<file path="src/rtl/regfile_sb.sv">
// regfile_sb: 2**AW x DW register file with two read ports, one general
// write port, a dedicated stack-pointer write port (register SP_IDX) and a
// busy scoreboard with single-cycle reserve/grant.
// Optional macro REGFILE_BYPASS_EN: forward same-cycle write data (and the
// clearing of a busy bit) to the read ports and resp.
module regfile_sb #(
    parameter int DW     = 32,
    parameter int AW     = 3,
    parameter int SP_IDX = 4
) (
    input  logic                  clk,
    input  logic                  n_rst,
    input  logic [AW-1:0]         ra1,
    input  logic [AW-1:0]         ra2,
    output logic [DW-1:0]         rd1,
    output logic [DW-1:0]         rd2,
    output logic                  rdy1,
    output logic                  rdy2,
    input  logic                  we,
    input  logic [AW-1:0]         wa,
    input  logic [DW-1:0]         wd,
    input  logic                  wespen,
    input  logic [DW-1:0]         wespd,
    output logic [DW-1:0]         resp,
    input  logic                  rsv_en,
    input  logic [AW-1:0]         rsv_a,
    output logic                  rsv_ok,
    output logic [(2**AW)-1:0]    busy
);

    localparam int NREG = 2 ** AW;
    localparam logic [AW-1:0] SP_A = AW'(SP_IDX);

    logic [DW-1:0]   regs_q [NREG];
    logic [DW-1:0]   regs_d [NREG];
    logic [NREG-1:0] busy_q;
    logic [NREG-1:0] busy_d;

    assign rsv_ok = rsv_en & ~busy_q[rsv_a];
    assign busy   = busy_q;

    // Next-state: the SP port is applied after the general port so it wins on
    // a shared address; a granted reserve is applied after the write-clear so
    // set wins on a shared address.
    always_comb begin
        regs_d = regs_q;
        busy_d = busy_q;
        if (we) begin
            regs_d[wa] = wd;
            busy_d[wa] = 1'b0;
        end
        if (wespen) begin
            regs_d[SP_A] = wespd;
        end
        if (rsv_ok) begin
            busy_d[rsv_a] = 1'b1;
        end
    end

    // Register array and scoreboard, cleared asynchronously by n_rst.
    always_ff @(posedge clk or negedge n_rst) begin
        if (!n_rst) begin
            for (int unsigned i = 0; i < NREG; i++) begin
                regs_q[i] <= '0;
            end
            busy_q <= '0;
        end else begin
            regs_q <= regs_d;
            busy_q <= busy_d;
        end
    end

`ifdef REGFILE_BYPASS_EN
    // Forwarding reads: next-state contents already carry this cycle's writes
    // with SP priority; forwarding is suppressed while reset holds the array.
    always_comb begin
        rd1  = n_rst ? regs_d[ra1]  : regs_q[ra1];
        rd2  = n_rst ? regs_d[ra2]  : regs_q[ra2];
        resp = n_rst ? regs_d[SP_A] : regs_q[SP_A];
        rdy1 = ~busy_q[ra1] | (n_rst & we & (wa == ra1));
        rdy2 = ~busy_q[ra2] | (n_rst & we & (wa == ra2));
    end
`else
    // Plain reads of the pre-edge register contents and scoreboard.
    always_comb begin
        rd1  = regs_q[ra1];
        rd2  = regs_q[ra2];
        resp = regs_q[SP_A];
        rdy1 = ~busy_q[ra1];
        rdy2 = ~busy_q[ra2];
    end
`endif

endmodule

</file>
<file path="config.mk">
export PLATFORM = sky130hd
export DESIGN_NAME = regfile_sb
export DESIGN_NICKNAME = d
export VERILOG_FILES = /design/src/rtl/regfile_sb.sv
export SDC_FILE = /design/constraint.sdc
export NUM_CORES = 1
export LEC_CHECK = 0
export ABC_CLOCK_PERIOD_IN_PS = 5100
export CORE_MARGIN = 2
export CORE_UTILIZATION = 60
export CTS_BUF_LIST = sky130_fd_sc_hd__clkbuf_4
export CTS_CLUSTER_SIZE = 16
export DETAILED_ROUTE_END_ITERATION = 7
export GPL_TIMING_DRIVEN = 0
export PLACE_DENSITY = 0.84
export SLEW_MARGIN = 0
export SYNTH_ARGS = -nofsm -noshare
export SYNTH_HDL_FRONTEND = slang
export SYNTH_SLANG_ARGS = --single-unit
</file>
<file path="constraint.sdc">
create_clock -name clk -period 5.1 [get_ports clk]
set_clock_uncertainty 0.15 [all_clocks]
set_input_delay 1.02 -clock clk [delete_from_list [all_inputs] [get_ports clk]]
set_output_delay 1.02 -clock clk [all_outputs]
set_load 0.02 [all_outputs]
</file>
==> flow_summary_export.csv, run 1 <==
group,metric,value,unit
logic_synthesis,synth.net_count,1012,
logic_synthesis,synth_area_leaders,"dfrtp_1, mux4_2, mux2_2, mux2_1, mux4_1",
floorplan,rows,56,
clocking,ctsResizeCount,0,
floorplan,coreArea,0.02361,mm²
timing,tns,0,ns
global_routing,grt_pass1_wl,59680,µm
routing,routedWlPerCell,25.20,µm
timing,setup_viol,0,
global_routing,grt_use_total,31.21,%
routing,drt.antenna.violating_nets,0,
worst_setup_path,crit_fanout,10,
power_and_ir_drop,fin_total_pwr,6.816,mW
final_layout,syn_to_final_growth,21.43,%
final_layout,layout-drive-gt1-share,42.72,%
routing,drtIter0Drc,616,
clocking,cts.sinks,264,
power_and_ir_drop,p_per_area,386.7,mW/mm²
clocking,clock_path_buffers,3,
floorplan,dieHeight,159.5,µm
floorplan,dieArea,0.02545,mm²
clocking,cts_hold_buf,0,
power_and_ir_drop,vdd_drop_max,204.8,µV
clocking,root_buffer,"clkbuf_4",
global_routing,grt_max_degree,104,
floorplan,ios,188,
place,gp_congestion,0.8114,
clocking,clk_pin_slew_worst_paths,0.06,ns
routing,routed_wl,39040,µm
logic_synthesis,ys.flop_type,"dfrtp_1",
routing,remaining_drc_errors,0,
logic_synthesis,synth_cells,931,
clocking,clock_latency,0.68,ns
logic_synthesis,syn_area,0.01452,mm²
status,status,"completed",
timing,worst_slew_pin_slew,1.109,ns
logic_synthesis,post_synth.cell_area_avg,15.59,µm²
global_routing,grt.overflow.total,0,
timing,finalCritPeriodShare,85.43,%
logic_synthesis,netlist-cell-type-count,31,
logic_synthesis,synth_async_sr_flop_share,100.0,%
final_layout,layout.nets,1263,
timing,maxSlewViolCount,0,
routing,viasPerCell,6.338,
floorplan,die_w,159.5,µm
logic_synthesis,synth_edf_count,0,
global_routing,antenna_found_initial,1,
timing,hold_violations,0,
logic_synthesis,synth_top_area_cell,"dfrtp_1",
routing,num_vias,9818,
clocking,cts_setup_buffers,0,
worst_setup_path,r2r_slack,4.04,ns
final_layout,final_util,74.65,%
routing,drtPass1Iterations,5,
clocking,cts-buffers-inserted,72,
place,portBuffers,175,
floorplan,start_util,61.48,%
worst_setup_path,crit_arrival,3.19,ns
logic_synthesis,yosysWarnings,0,
place,hpwl,26020,µm
flow_run,max-cap-violations,0,
timing,fmax,229.5,MHz
worst_setup_path,startpoint_type,"input pin",
logic_synthesis,synth_top_area_share,45.51,%
global_routing,grt_pass1_vias,10454,
timing,slew_headroom,26.05,%
timing,rsz0062_at_grt,"false",
worst_setup_path,cp.required,3.93,ns
logic_synthesis,synth-seq-cells,264,
clocking,htreeDepth,3,
logic_synthesis,ys_seq_area_share,45.51,%
clocking,cts_tree,"done",
min_path,min_path_type,"input pin to asynchronous set/reset pin",
timing,final.min_clock_period,4.357,ns
worst_setup_path,path_class,"input pin to primary output",
power_and_ir_drop,leakagePower,7.315,nW
worst_setup_path,critPathCaptureType,"primary output",
[report_power, final]
group	switching (mW)	internal, mW	leakage, nW
Combinational	0.827	1.20	3.60
Sequential	0.340	2.53	3.18
Clock	0.884	1.03	0.542
Total	2.05	4.77	7.31
[path summary, 6_finish.rpt]
path,start,end,depth (start not counted)
hold reg to reg,regs_q[218]$_DFFE_PN0P_,regs_q[218]$_DFFE_PN0P_,1
setup / recovery,ra2[1],rd2[19],5
max in group asynchronous,n_rst,regs_q[95]$_DFFE_PN0P_,2
min in group clk,regs_q[218]$_DFFE_PN0P_,regs_q[218]$_DFFE_PN0P_,1
setup reg to reg,busy[0]$_DFF_PN0_,busy[0]$_DFF_PN0_,1
hold / removal,n_rst,regs_q[62]$_DFFE_PN0P_,1
[layout make-up]
cell class | count | area, µm²
plain buffers | 108 | 706.9
repair buffers | 177 | 1812
fillers | 1534 | 5986
diodes | 1 | 2.502
clock buffers | 111 | 833.3
clock inverters | 10 | 63.81
well taps | 319 | 399.1
multi-input cells | 559 | 7203
flip-flops and latches | 264 | 6606
[metrics by stage]
stage	cell area (µm²)	instances	hold slack, ns	setup slack (ns)
2_1_floorplan	14520	931	0.3169	1.667
3_3_place_gp	16670	1425	0.3271	-8.397
3_5_place_dp	16730	1427	0.3435	0.7950
4_1_cts	17620	1548	0.1493	0.7813
5_1_grt	17630	1549	0.1874	0.7107
6_report	17630	1549	0.1529	0.7431
[placed cells by master, fill, tap and decap left out, types with 3 or more instances in the layout]
master | netlist | layout
buf_2 | 32 | 32
buf_4 | 41 | 41
buf_6 | 11 | 11
buf_8 | 2 | 3
clkbuf_1 | 18 | 18
clkbuf_4 | 0 | 111
clkdlybuf4s50_1 | 0 | 174
clkinv_1 | 0 | 8
dfrtp_1 | 264 | 264
mux2_1 | 87 | 87
mux2_2 | 201 | 201
mux2i_1 | 36 | 36
mux4_1 | 14 | 14
mux4_2 | 114 | 114
mux4_4 | 4 | 4
nand2_1 | 38 | 38
nand2b_1 | 8 | 8
nand4b_1 | 3 | 3
o21ai_0 | 4 | 4
o21ai_1 | 29 | 29
o31ai_1 | 6 | 6
[cell families after synthesis]
group                  count (synthesis)  share of synthesized area [%]
muxes                                456                          45.73
AOI/OAI and AO/OA                     43                          1.672
buffers and inverters                108                          4.870
DFF                                  264                          45.51
and+or+nand+nor                       60                          2.215
[metal layers]
| metal | track usage (%) | vias up | part of all wire, % |
|---|---|---|---|
| li1 | - | 4126 | - |
| met1 | 40.36 | 5171 | 40 |
| met2 | 51.46 | 435 | 50 |
| met3 | 7.189 | 86 | 6.9 |
| met4 | 12.81 | 0 | 3.4 |
| met5 | 0 | - | 0 |
[cells in the mapped netlist (11+ instances only)]
cell type	number
mux2_1	87
mux2i_1	36
mux4_2	114
buf_2	32
mux4_1	14
clkbuf_1	18
o21ai_1	29
dfrtp_1	264
buf_4	41
nand2_1	38
mux2_2	201
buf_6	11
[flip-flops by register name, indices dropped and copies added (netlist names)]
register / cells
busy: 8
resp: 32
regs_q: 224
[critical path, stage by stage]
cell             delay (ns)
clkbuf_1               0.40
buf_2                  0.52
mux4_2                 0.38
mux2_2                 0.31
clkdlybuf4s50_1        0.55
(Power assumes the default switching activity.)
==> run 2, diff against run 1 <==
--- a/config.mk
+++ b/config.mk
@@ -6,13 +6,14 @@
 export NUM_CORES = 1
 export LEC_CHECK = 0
 export ABC_CLOCK_PERIOD_IN_PS = 5100
+export CELL_PAD_IN_SITES_DETAIL_PLACEMENT = 0
+export CELL_PAD_IN_SITES_GLOBAL_PLACEMENT = 1
 export CORE_MARGIN = 2
-export CORE_UTILIZATION = 60
+export CORE_UTILIZATION = 52
 export CTS_BUF_LIST = sky130_fd_sc_hd__clkbuf_4
 export CTS_CLUSTER_SIZE = 16
 export DETAILED_ROUTE_END_ITERATION = 7
-export GPL_TIMING_DRIVEN = 0
-export PLACE_DENSITY = 0.84
+export PLACE_DENSITY = 0.86
 export SLEW_MARGIN = 0
 export SYNTH_ARGS = -nofsm -noshare
 export SYNTH_HDL_FRONTEND = slang
==> run 2 against run 1 <==
  * Core utilization fell by 12 points
  * Flip-flop and latch count unchanged
  * Die area rose by 15%
  * Routed wire length decreased by 10%
  * Setup slack gained 0.10 ns
  * First-iteration DRC count rose by 9.6%
  * Sequential power about the same
  * Sequential share of layout area is 0.56 points higher
==> flow_summary_export.csv, run 2 (synthesis gave the netlist of run 1 again) <==
group,metric,value,unit
status,status,"completed",
worst_setup_path,r2r_slack,4.03,ns
final_layout,layout-drive-gt1-share,39.97,%
timing,hold_violations,0,
place,pre_cts_slack,0.8016,ns
timing,fin_ws,0.8428,ns
clocking,cts-buffers-inserted,73,
power_and_ir_drop,p_sw,1.995,mW
timing,tns,0,ns
final_layout,syn_to_final_growth,19.63,%
routing,routedWlPerCell,22.73,µm
routing,drtPass1Iterations,7,
power_and_ir_drop,intPower,4.735,mW
timing,rsz0062_at_grt,"false",
power_and_ir_drop,vdd_drop_max,232.2,µV
clocking,clock_latency,0.63,ns
routing,drtIter0Drc,675,
timing,maxSlewViolCount,0,
floorplan,dieArea,0.02927,mm²
power_and_ir_drop,leakagePower,7.075,nW
clocking,clock_path_buffers,3,
worst_setup_path,crit_fanout,23,
floorplan,die_w,171.1,µm
clocking,ctsResizeCount,0,
floorplan,dieHeight,171.1,µm
power_and_ir_drop,clkPwrFrac,28.5,%
clocking,cts_tree,"done",
worst_setup_path,path_class,"input pin to primary output",
timing,worst_slew_pin_slew,0.8854,ns
worst_setup_path,cp.required,3.93,ns
min_path,min_path_type,"input pin to asynchronous set/reset pin",
worst_setup_path,r2r_end,"busy[0]$_DFF_PN0_",
flow_run,max-cap-violations,0,
worst_setup_path,ff2ff_path_depth,1,
clocking,cts_hold_buf,0,
place,portBuffers,187,
floorplan,start_util,52.54,%
final_layout,final_common_cell,"dfrtp_1",
final_layout,stdcell_count,1540,
clocking,htreeDepth,3,
global_routing,grt_pass1_wl,55630,µm
power_and_ir_drop,p_per_area,387.5,mW/mm²
timing,slew_headroom,40.98,%
clocking,cts.sinks,264,
routing,remaining_drc_errors,0,
global_routing,antenna_found_initial,1,
place,placed_cells,1412,
power_and_ir_drop,fin_total_pwr,6.730,mW
routing,num_vias,9154,
clocking,cts_setup_buffers,0,
place,gp_congestion,0.7579,
global_routing,grt_use_total,25.08,%
timing,setup_viol,0,
routing,routed_wl,35000,µm
routing,drt.antenna.violating_nets,0,
floorplan,ios,188,
power_and_ir_drop,seqPwrFrac,42.5,%
worst_setup_path,crit_arrival,3.09,ns
floorplan,coreArea,0.02763,mm²
timing,fmax,234.9,MHz
place,hpwl,21040,µm
worst_setup_path,r2r_start,"busy[0]$_DFF_PN0_",
worst_setup_path,startpoint_type,"input pin",
clocking,root_buffer,"clkbuf_4",
power_and_ir_drop,p_sw_share,29.64,%
global_routing,grt.overflow.total,0,
power_and_ir_drop,combPwrFrac,29.0,%
timing,finalCritPeriodShare,83.47,%
timing,final.min_clock_period,4.257,ns
global_routing,grt_pass1_vias,9773,
final_layout,largest_register_ffs,224,
final_layout,final_cell_mix,"dfrtp_1, mux2_2, clkdlybuf4s50_1",
final_layout,layout.nets,1190,
routing,viasPerCell,5.944,
worst_setup_path,critPathCaptureType,"primary output",
clocking,clk_pin_slew_worst_paths,0.06,ns
final_layout,max_flop_register,"regs_q",
global_routing,grt_max_degree,116,
floorplan,rows,61,
==> run 2: area by class of cell <==
class	count	area, µm²
Sequential cell	264	6606
Fill cell	2180	10260
Timing Repair Buffer	211	2132
Multi-Input combinational cell	559	7233
Tap cell	378	473.0
Clock buffer	103	773.2
Antenna cell	1	2.502
Clock inverter	24	146.4
==> run 2: worst max-delay path: stages <==
cell	delay (ns)
buf_4	0.29
buf_12	0.27
mux4_4	0.65
mux2_2	0.29
clkdlybuf4s50_1	0.54
==> run 2: per-stage QoR <==
stage	instance area [µm²]	util, %	hold WS, ns
2_1_floorplan	14520	-	0.3169
3_3_place_gp	16440	59.52	0.3291
3_5_place_dp	16440	59.52	0.3380
4_1_cts	17360	62.85	0.2545
5_1_grt	17370	62.86	0.2997
6_report	17370	62.86	0.2671
==> run 2: worst max-delay path by stage <==
stage | slack [ns] | end | from
2_1_floorplan | 1.67 | rdy2 | ra2[0]
3_3_place_gp | 0.82 | rd2[31] | ra2[0]
3_5_place_dp | 0.80 | rd2[31] | ra2[0]
4_1_cts | 0.79 | rd2[31] | ra2[0]
5_1_grt | 0.73 | rd2[31] | ra2[0]
6_report | 0.84 | rd2[29] | ra2[0]
==> run 2: power groups by stage <==
| stage | registers, mW | clock network [mW] | logic (mW) |
|---|---|---|---|
| floorplan | 2.79 | 0 | 1.31 |
| detailed placement | 2.89 | 0 | 1.96 |
| global route | 2.92 | 2.10 | 2.09 |
| global placement | 2.85 | 0 | 1.93 |
| finish | 2.86 | 1.92 | 1.95 |
| CTS | 2.85 | 1.99 | 1.98 |
==> run 2: metal layers <==
metal	wire, µm	part of all wire (%)	global-route usage, %	up-vias
met5	0	0	0	-
met2	17890	51	42.48	271
met4	595	1.7	7.627	0
met3	1688	4.8	4.557	54
li1	-	-	-	3994
met1	14830	42	33.19	4835
==> run 3, diff against run 2 <==
--- a/config.mk
+++ b/config.mk
@@ -5,15 +5,15 @@
 export SDC_FILE = /design/constraint.sdc
 export NUM_CORES = 1
 export LEC_CHECK = 0
-export ABC_CLOCK_PERIOD_IN_PS = 5100
+export ABC_CLOCK_PERIOD_IN_PS = 4500
 export CELL_PAD_IN_SITES_DETAIL_PLACEMENT = 0
 export CELL_PAD_IN_SITES_GLOBAL_PLACEMENT = 1
 export CORE_MARGIN = 2
-export CORE_UTILIZATION = 52
+export CORE_UTILIZATION = 48
 export CTS_BUF_LIST = sky130_fd_sc_hd__clkbuf_4
 export CTS_CLUSTER_SIZE = 16
 export DETAILED_ROUTE_END_ITERATION = 7
-export PLACE_DENSITY = 0.86
+export PLACE_DENSITY = 0.8
 export SLEW_MARGIN = 0
 export SYNTH_ARGS = -nofsm -noshare
 export SYNTH_HDL_FRONTEND = slang
==> constraint.sdc (replaced) <==
create_clock -name clk -period 4.5 [get_ports clk]
set_clock_uncertainty 0.15 [all_clocks]
set_input_delay 0.9 -clock clk [delete_from_list [all_inputs] [get_ports clk]]
set_output_delay 0.9 -clock clk [all_outputs]
set_load 0.02 [all_outputs]
==> run 3 against run 2 <==
  * Count of clock-buffer cells in the layout grew 8
  * Largest cell class unchanged
  * Final cell count is 1.0% higher
  * Non-clock buffer count is 6 higher
  * Sequential power rose by 13%
  * Highest routed layer is now met5
  * Core utilization shrank 4.0 points
  * Flip-flop and latch count did not move
  * Sequential share of layout area down 0.26 points
  * First-iteration DRC count is 20% lower
  * Die area rose by 8.1%
  * Register-to-register slack worse by 0.61 ns
  * Setup slack worse by 0.28 ns
==> flow_summary_export.csv, run 3 (synthesis gave the netlist of run 1 again) <==
group,metric,value,unit
status,status,"completed",
final_layout,final_cell_mix,"dfrtp_1, mux2_2, clkdlybuf4s50_1",
final_layout,seqCellArea,0.006606,mm²
global_routing,grt_pass1_vias,9654,
global_routing,grt_pass1_wl,55490,µm
worst_setup_path,crit_chain,"buf_4, buf_12, mux4_1, mux2_2, clkdlybuf4s50_1",
timing,rsz0062_at_grt,"false",
global_routing,grt.overflow.total,0,
final_layout,max_flop_register,"regs_q",
power_and_ir_drop,vdd_drop_max,274.9,µV
floorplan,start_util,48.85,%
clocking,cts_hold_buf,0,
place,portBuffers,187,
worst_setup_path,cp.required,3.45,ns
clocking,cts_setup_buffers,0,
global_routing,grt_max_degree,99,
floorplan,dieArea,0.03165,mm²
final_layout,stdcell_count,1556,
routing,routed_wl,35210,µm
final_layout,layout-drive-gt1-share,41.20,%
final_layout,final_common_cell,"dfrtp_1",
worst_setup_path,crit_path_start,"ra2[0]",
worst_setup_path,crit_slowest_cell,"mux4_1",
power_and_ir_drop,p_per_area,438.2,mW/mm²
final_layout,layout.nets,1198,
timing,slew_headroom,49.12,%
place,pre_cts_slack,0.5487,ns
place,gp_congestion,0.7563,
clocking,htreeDepth,3,
final_layout,multi_input_area,0.007233,mm²
flow_run,max-cap-violations,0,
routing,remaining_drc_errors,0,
place,hpwl,21440,µm
timing,worst_slew_pin_slew,0.7632,ns
routing,drtPass1Iterations,5,
final_layout,fillCellCount,2335,
worst_setup_path,crit_arrival,2.89,ns
timing,final.min_clock_period,3.941,ns
worst_setup_path,critPathCaptureType,"primary output",
timing,finalCritPeriodShare,87.59,%
global_routing,grt_use_total,23.30,%
timing,maxSlewViolCount,0,
floorplan,coreArea,0.02972,mm²
routing,routedWlPerCell,22.63,µm
floorplan,rows,63,
clocking,clock_latency,0.65,ns
timing,setup_viol,0,
floorplan,dieHeight,177.9,µm
floorplan,die_w,177.9,µm
global_routing,antenna_found_initial,2,
clocking,clock_path_buffers,3,
routing,drt.antenna.violating_nets,0,
power_and_ir_drop,leakagePower,7.147,nW
clocking,ctsResizeCount,0,
clocking,cts-buffers-inserted,75,
timing,hold_violations,0,
worst_setup_path,path_class,"input pin to primary output",
routing,num_vias,9122,
final_layout,largest_register_ffs,224,
floorplan,ios,188,
worst_setup_path,r2r_start,"busy[0]$_DFF_PN0_",
worst_setup_path,startpoint_type,"input pin",
timing,fin_ws,0.5587,ns
clocking,cts.sinks,264,
clocking,root_buffer,"clkbuf_4",
final_layout,syn_to_final_growth,20.45,%
timing,tns,0,ns
clocking,cts_tree,"done",
power_and_ir_drop,fin_total_pwr,7.662,mW
timing,fmax,253.7,MHz
place,placed_cells,1430,
min_path,min_path_type,"input pin to asynchronous set/reset pin",
routing,viasPerCell,5.862,
clocking,clk_pin_slew_worst_paths,0.06,ns
routing,drtIter0Drc,542,
worst_setup_path,crit_fanout,18,
worst_setup_path,cpPeakStageDelay,0.57,ns
-- run 3: layout make-up --
| cell class | count | area share [%] |
|---|---|---|
| multi-input combinational | 559 | 41.37 |
| sequential | 264 | 37.78 |
| timing repair buffer | 217 | 12.67 |
| clock buffer | 111 | 4.766 |
| tap | 390 | 2.791 |
| clock inverter | 14 | 0.6154 |
| antenna | 1 | 0.01431 |
-- run 3: power breakdown --
part,internal (mW),switching [mW]
sequential,2.87,0.370
combinational,1.34,0.883
clock,1.23,0.971
total,5.44,2.22
-- run 3: routing by layer --
layer  track usage (%)  wire (µm)
met5                 0         13
met4             6.865        567
met3             4.456       1900
met2             38.24      17590
met1             31.71      15130
-- run 3: final timing paths --
path / to / slack [ns] / cells past startpoint
worst max-delay path: rd2[31] / 0.56 / 5
worst min-delay path: regs_q[62]$_DFFE_PN0P_ / 0.13 / 1
worst max register to register: busy[0]$_DFF_PN0_ / 3.42 / 1
worst min register to register: regs_q[167]$_DFFE_PN0P_ / 0.35 / 1
max in group asynchronous: regs_q[15]$_DFFE_PN0P_ / 3.11 / 2
min in group clk: regs_q[167]$_DFFE_PN0P_ / 0.35 / 1
-- run 3: stage by stage --
stage                     cell area, µm²  utilization (%)  hold WS [ns]
final                              17490            58.84        0.1287
after global routing               17490            58.84        0.1402
after CTS                          17480            58.83       0.08728
after detailed placement           16540            55.67        0.3386
after global placement             16540            55.67        0.3303
after floorplan                    14520                -        0.3169
-- run 3: critical path, delay by kind of cell --
family | cells | cell delay, ns
buffers and inverters | 3 | 1.11
muxes | 2 | 0.86
